File: config.mk
export PLATFORM = sky130hd
export DESIGN_NAME = mix_core_param
export DESIGN_NICKNAME = d
export VERILOG_FILES = /design/src/rtl/mix_core_param.sv
export SDC_FILE = /design/constraint.sdc
export NUM_CORES = 1
export LEC_CHECK = 0
export CORE_MARGIN = 4
export CORE_UTILIZATION = 36
export DETAILED_ROUTE_END_ITERATION = 12
export GPL_ROUTABILITY_DRIVEN = 0
export PLACE_DENSITY = 0.68
export REMOVE_ABC_BUFFERS = 1
export SLEW_MARGIN = 10
export SYNTH_ARGS = -nofsm -noshare
export SYNTH_HDL_FRONTEND = slang
export SYNTH_HIERARCHICAL = 1
export SYNTH_SLANG_ARGS = --single-unit
File: constraint.sdc
create_clock -name clk -period 4.41 [get_ports clk]
set_input_delay 0.882 -clock clk [delete_from_list [all_inputs] [get_ports clk]]
set_output_delay 0.882 -clock clk [all_outputs]
set_load 0.02 [all_outputs]
File: src/rtl/mix_core_param.sv
// Parametrised state-mixing core: loads a LANES x W seed, runs ROUNDS mixing rounds
// (one per clock), then presents the result with valid/ready and optional chaining.

module mix_lane #(
  parameter int W   = 32,
  parameter int IDX = 0
) (
  input  logic         clk,
  input  logic         rst_n,
  input  logic         load,
  input  logic [W-1:0] seed,
  input  logic         step,
  input  logic [W-1:0] s_prev,
  input  logic [W-1:0] t_far,
  output logic [W-1:0] t,
  output logic [W-1:0] s
);
  localparam int SH = W / 2;

  // t is exported so lane i-3 can fold it into its own update
  assign t = s + s_prev + W'(IDX);

  always_ff @(posedge clk or negedge rst_n) begin
    if (!rst_n)    s <= '0;
    else if (load) s <= seed;
    else if (step) s <= t ^ (t_far << SH);
  end
endmodule

module mix_core_param #(
  parameter int W      = 32,
  parameter int LANES  = 8,
  parameter int ROUNDS = 4,
  parameter int CW     = 16
) (
  input  logic               clk,
  input  logic               rst_n,
  input  logic               in_valid,
  output logic               in_ready,
  input  logic [LANES*W-1:0] in_data,
  input  logic               chain,
  output logic               out_valid,
  input  logic               out_ready,
  output logic [LANES*W-1:0] out_data,
  output logic               busy,
  output logic [CW-1:0]      job_count
);
  localparam int RW = (ROUNDS > 1) ? $clog2(ROUNDS) : 1;
  localparam logic [RW-1:0] LAST = RW'(ROUNDS - 1);

  typedef enum logic [1:0] {IDLE, RUN, DONE} state_t;

  state_t                     state, state_nx;
  logic   [RW-1:0]            rnd_cnt;
  logic   [LANES-1:0][W-1:0]  s, t;
  logic                       load, step, hs, restart;

  always_ff @(posedge clk or negedge rst_n) begin
    if (!rst_n) state <= IDLE;
    else        state <= state_nx;
  end

  always_comb begin
    state_nx  = state;
    in_ready  = 1'b0;
    out_valid = 1'b0;
    busy      = 1'b0;
    load      = 1'b0;
    step      = 1'b0;
    hs        = 1'b0;
    restart   = 1'b0;
    case (state)
      IDLE: begin
        in_ready = 1'b1;
        if (in_valid) begin
          load     = 1'b1;
          restart  = 1'b1;
          state_nx = RUN;
        end
      end
      RUN: begin
        busy = 1'b1;
        step = 1'b1;
        if (rnd_cnt == LAST) state_nx = DONE;
      end
      DONE: begin
        out_valid = 1'b1;
        in_ready  = out_ready & ~chain;
        if (out_ready) begin
          hs = 1'b1;
          // chain wins over a pending seed; the seed stays offered for later
          if (chain) begin
            restart  = 1'b1;
            state_nx = RUN;
          end else if (in_valid) begin
            load     = 1'b1;
            restart  = 1'b1;
            state_nx = RUN;
          end else begin
            state_nx = IDLE;
          end
        end
      end
      default: state_nx = IDLE;
    endcase
  end

  always_ff @(posedge clk or negedge rst_n) begin
    if (!rst_n)       rnd_cnt <= '0;
    else if (restart) rnd_cnt <= '0;
    else if (step)    rnd_cnt <= (rnd_cnt == LAST) ? '0 : rnd_cnt + RW'(1);
  end

  always_ff @(posedge clk or negedge rst_n) begin
    if (!rst_n)                        job_count <= '0;
    else if (hs && (job_count != '1))  job_count <= job_count + CW'(1);
  end

  for (genvar i = 0; i < LANES; i++) begin : g_lane
    mix_lane #(.W(W), .IDX(i)) u_lane (
      .clk    (clk),
      .rst_n  (rst_n),
      .load   (load),
      .seed   (in_data[i*W +: W]),
      .step   (step),
      .s_prev (s[(i + LANES - 1) % LANES]),
      .t_far  (t[(i + 3) % LANES]),
      .t      (t[i]),
      .s      (s[i])
    );
  end

  assign out_data = s;
endmodule

* Word-level counts from Yosys, hierarchy flattened
Index checks and enable logic that the tools add are counted.
** Storage, ports and cells
- Flip-flop bits (word level) :: 276
- Input bits :: 261
- Output and inout bits :: 275
- Logic and storage cells :: 87
** Operators by class
- Add/sub/neg operators :: 17
- Eq/ne operators :: 7
- Mux-type cells :: 37
- Bitwise gates (word level) :: 10
- Reduce and logical (&&, ||, !) cells :: 5
** Operators with widths (number)
- $mux W32 :: 16
- $add A32 B32 Y32 :: 8
- $xor A32 B32 Y32 :: 8
- $add A32 B3 Y32 const B :: 4
- $add A32 B2 Y32 const B :: 2
- $add A32 B1 Y32 const B :: 1
- $add A16 B1 Y16 const B :: 1
- $ne A16 B16 Y1 const B :: 1
- $mux W2 :: 6
- $mux W1 :: 11
- $ne A2 B2 Y1 const B :: 3
- $pmux W1 S2 :: 3
- $pmux W2 S3 :: 1
- $eq A2 B2 Y1 const B :: 2
- $reduce_bool A2 Y1 :: 2
- $reduce_and A3 Y1 :: 1
- $add A2 B1 Y2 const B :: 1
- $eq A2 B1 Y1 const B :: 1
- $logic_not A2 Y1 :: 1
- $and A1 B1 Y1 :: 1
- $logic_and A1 B1 Y1 :: 1
- $not A1 Y1 :: 1

* Longest topological paths before layout
- Depth in word-level cells :: 5
- Mapped depth :: 16
- Depth with buffers taken out :: 16

* Modules after synthesis
The synthesis kept the hierarchy.
** By module, submodules not included
- mix_lane (g_lane[6].u_lane) :: times used 1, cells each 453, area an instance 3992.6 µm², seq. area each 800.8 µm²
- mix_lane (g_lane[3].u_lane) :: times used 1, cells each 424, area an instance 3806.2 µm², seq. area each 800.8 µm²
- mix_lane (g_lane[5].u_lane) :: times used 1, cells each 429, area an instance 3726.1 µm², seq. area each 800.8 µm²
- mix_lane (g_lane[4].u_lane) :: times used 1, cells each 431, area an instance 3717.3 µm², seq. area each 800.8 µm²
- mix_lane (g_lane[7].u_lane) :: times used 1, cells each 420, area an instance 3613.5 µm², seq. area each 800.8 µm²
- mix_lane (g_lane[2].u_lane) :: times used 1, cells each 403, area an instance 3598.5 µm², seq. area each 800.8 µm²
- mix_lane (g_lane[1].u_lane) :: times used 1, cells each 425, area an instance 3485.8 µm², seq. area each 800.8 µm²
- mix_lane (g_lane[0].u_lane) :: times used 1, cells each 418, area an instance 3453.3 µm², seq. area each 800.8 µm²
- mix_core_param :: times used 1, cells each 94, area an instance 1104.8 µm², seq. area each 500.5 µm²

* Worst setup path before layout
OpenSTA, ideal clock, no wires.
- Path kind :: reg2reg
- Start :: register g_lane[7].u_lane.s[1]
- End :: register g_lane[7].u_lane.s[29]
- Setup time :: 126 ps
- Data arrival time :: 3275 ps
- Required time :: 4284 ps
- Setup slack :: 1009 ps
- Stages on the path, launching flop included :: 16
- Path buffers :: 0
- Period minus slack after synthesis :: 3401 ps
- Cell sequence :: dfrtp_1 -> inv_1 -> ha_1 -> inv_1 -> ha_1 -> fa_1 -> a211oi_1 -> o21bai_1 -> a31o_2 -> a21oi_1 -> o21ai_1 -> a21oi_1 -> o21ai_0 -> xor2_1 -> mux2i_1 -> a221o_1
** RTL lines
- start: declaration :: RTL line 16 : output logic [W-1:0] s
- start signal: assignment :: RTL line 26 : else if (step) s <= t ^ (t_far << SH);

==> metrics.txt <==
GRT Total Usage between 20 and 30%; slowest cell delay on critical path 590 ps; Worst path depth 12; # nets final roughly 4600; family with the most delay on the worst path compound AO/OA/AOI/OAI gates; Clock Tree Buf Depth 3; antenna violations before repair 4; Area Overhead vs Synth 25.8%; DP Cell Count 4986; first-pass GRT wire length around 190 mm; clk sinks roughly 280; Final Hold Vio Count 0; die width 298 µm; crit path from g_lane[4].u_lane/s[1]; drt first pass iters 7; worst hold margin 368 ps; WL final around 140 mm; FF-to-FF path depth 12; largest net degree at the start of global routing 97; drt wl/cell approximately 27 µm; Period minus WS final 3830 ps; Mapped Area between 0.03 and 0.04 mm²; # hold bufs at CTS 0; Fmax 261 MHz; Layout Skew 29.9 ps; Die Span Y 298 µm; commonest non-fill, non-tap cell in the layout clkdlybuf4s50_1; DR iter-0 viols ~3500; DR vias 30097; Rel. slew slack 31.2%; Vias/cell a little under 6; Syn Area/Cell 8.73 µm²; count of final max-slew check failures 0; layout cells sized above 1 around 6%; Slowest-stage cell, CP a2111oi_1; worst-margin pin slew 1030 ps; CP Class flop to flop; period utilisation layout 86.8%; fillcell total about 8200; vias in the first global route 28701; post-CTS setup repair buffer count 0; CTS tree done; clk slew on worst S/H paths 70 ps; CP Launch Type flop; Cell Chain, Critical Path ha_1 -> ha_1 -> fa_1 -> a21oi_1 -> o211ai_2 -> a21o_1 -> a2111oi_1 -> o21ai_0 -> xor2_1 -> xor2_1 -> mux2i_1 -> o21ai_1; Clock H-tree levels 2; Hold Crit Class input port to async pin; Final Setup Violations 0; dpl cell area 0.0368 mm²; arrival time worst endpoint 4270 ps; GRT overflow 0; post-route cell area around 0.038 mm²; Mapped Cells between 3000 and 4000; core area 0.0836 mm²; Initial Utilization 36.2%; CTS Root Cell clkbuf_16; CP Buf/Inv Count 0; Layout Cells excl Fill between 5000 and 6000; IO buf count about 540; final setup TNS 0 ps; Worst Path Max Fanout 5; Worst-Skew Late Latency 590 ps; Crit. End Element flop; Max Cap Violations 0; die area 0.0888 mm²; outcome completed; Ys Warns 6; CTS buffer count 37; boundary pin count ~540; RSZ-0062 raised after global routing no; DP HPWL 111 mm; Post-route DRC 0; reg2reg start g_lane[4].u_lane/s[1]; Rows 106; # resized after CTS 0; Worst EP required about 4900 ps; Post-DRT Antenna Nets 0; most frequent cells in the layout clkdlybuf4s50_1, ha_1, nand2_1, dfrtp_1, o21ai_0
[worst register-to-register path, cell delays in order, from the launching register on]
cell	delay, ps
dfrtp_1	440
ha_1	320
ha_1	220
fa_1	480
a21oi_1	280
o211ai_2	190
a21o_1	350
a2111oi_1	600
o21ai_0	220
xor2_1	190
xor2_1	160
mux2i_1	170
o21ai_1	70
[area by class of cell]
type / instances / area (µm²) / area share [%]
Clock inverter: 16 / 245 / 0.644
Sequential cell: 276 / 6910 / 18.1
Inverter: 115 / 439 / 1.15
Antenna cell: 2 / 5.00 / 0.0131
Clock buffer: 50 / 1040 / 2.74
Tap cell: 1080 / 1350 / 3.55
Multi-Input combinational cell: 2931 / 22300 / 58.4
Timing Repair Buffer: 584 / 5830 / 15.3
[flip-flops by register name (all words and copies together), names as in the netlist]
register         flops
g_lane.u_lane/s    256
job_count           16
rnd_cnt              2
state                2
[through the flow]
step                      setup slack [ps]  utilization, %
final                                  581            45.6
after global routing                   458            45.6
after floorplan                      -6990               -
after CTS                              616            45.6
after detailed placement               643            44.0
after global placement                 722            44.0
[final timing paths]
kind | slack, ps | end
max in group asynchronous | 3000 | g_lane[5].u_lane/s[16]
setup reg to reg | 580 | g_lane[5].u_lane/s[19]
hold / removal | 370 | g_lane[5].u_lane/s[7]
min in group clk | 510 | rnd_cnt[1]
setup / recovery | 580 | g_lane[5].u_lane/s[19]
hold reg to reg | 510 | rnd_cnt[1]
[per-layer routing]
layer	GRT usage (%)	up-vias	wire length (µm)
li1	-	13771	-
met1	37.4	14400	54400
met2	45.6	1586	58900
met3	6.92	338	13700
met4	15.6	2	8840
met5	0	-	15
Power is not shown: default switching activity piles up to over one toggle a cycle in this logic, so the estimate is an artifact.
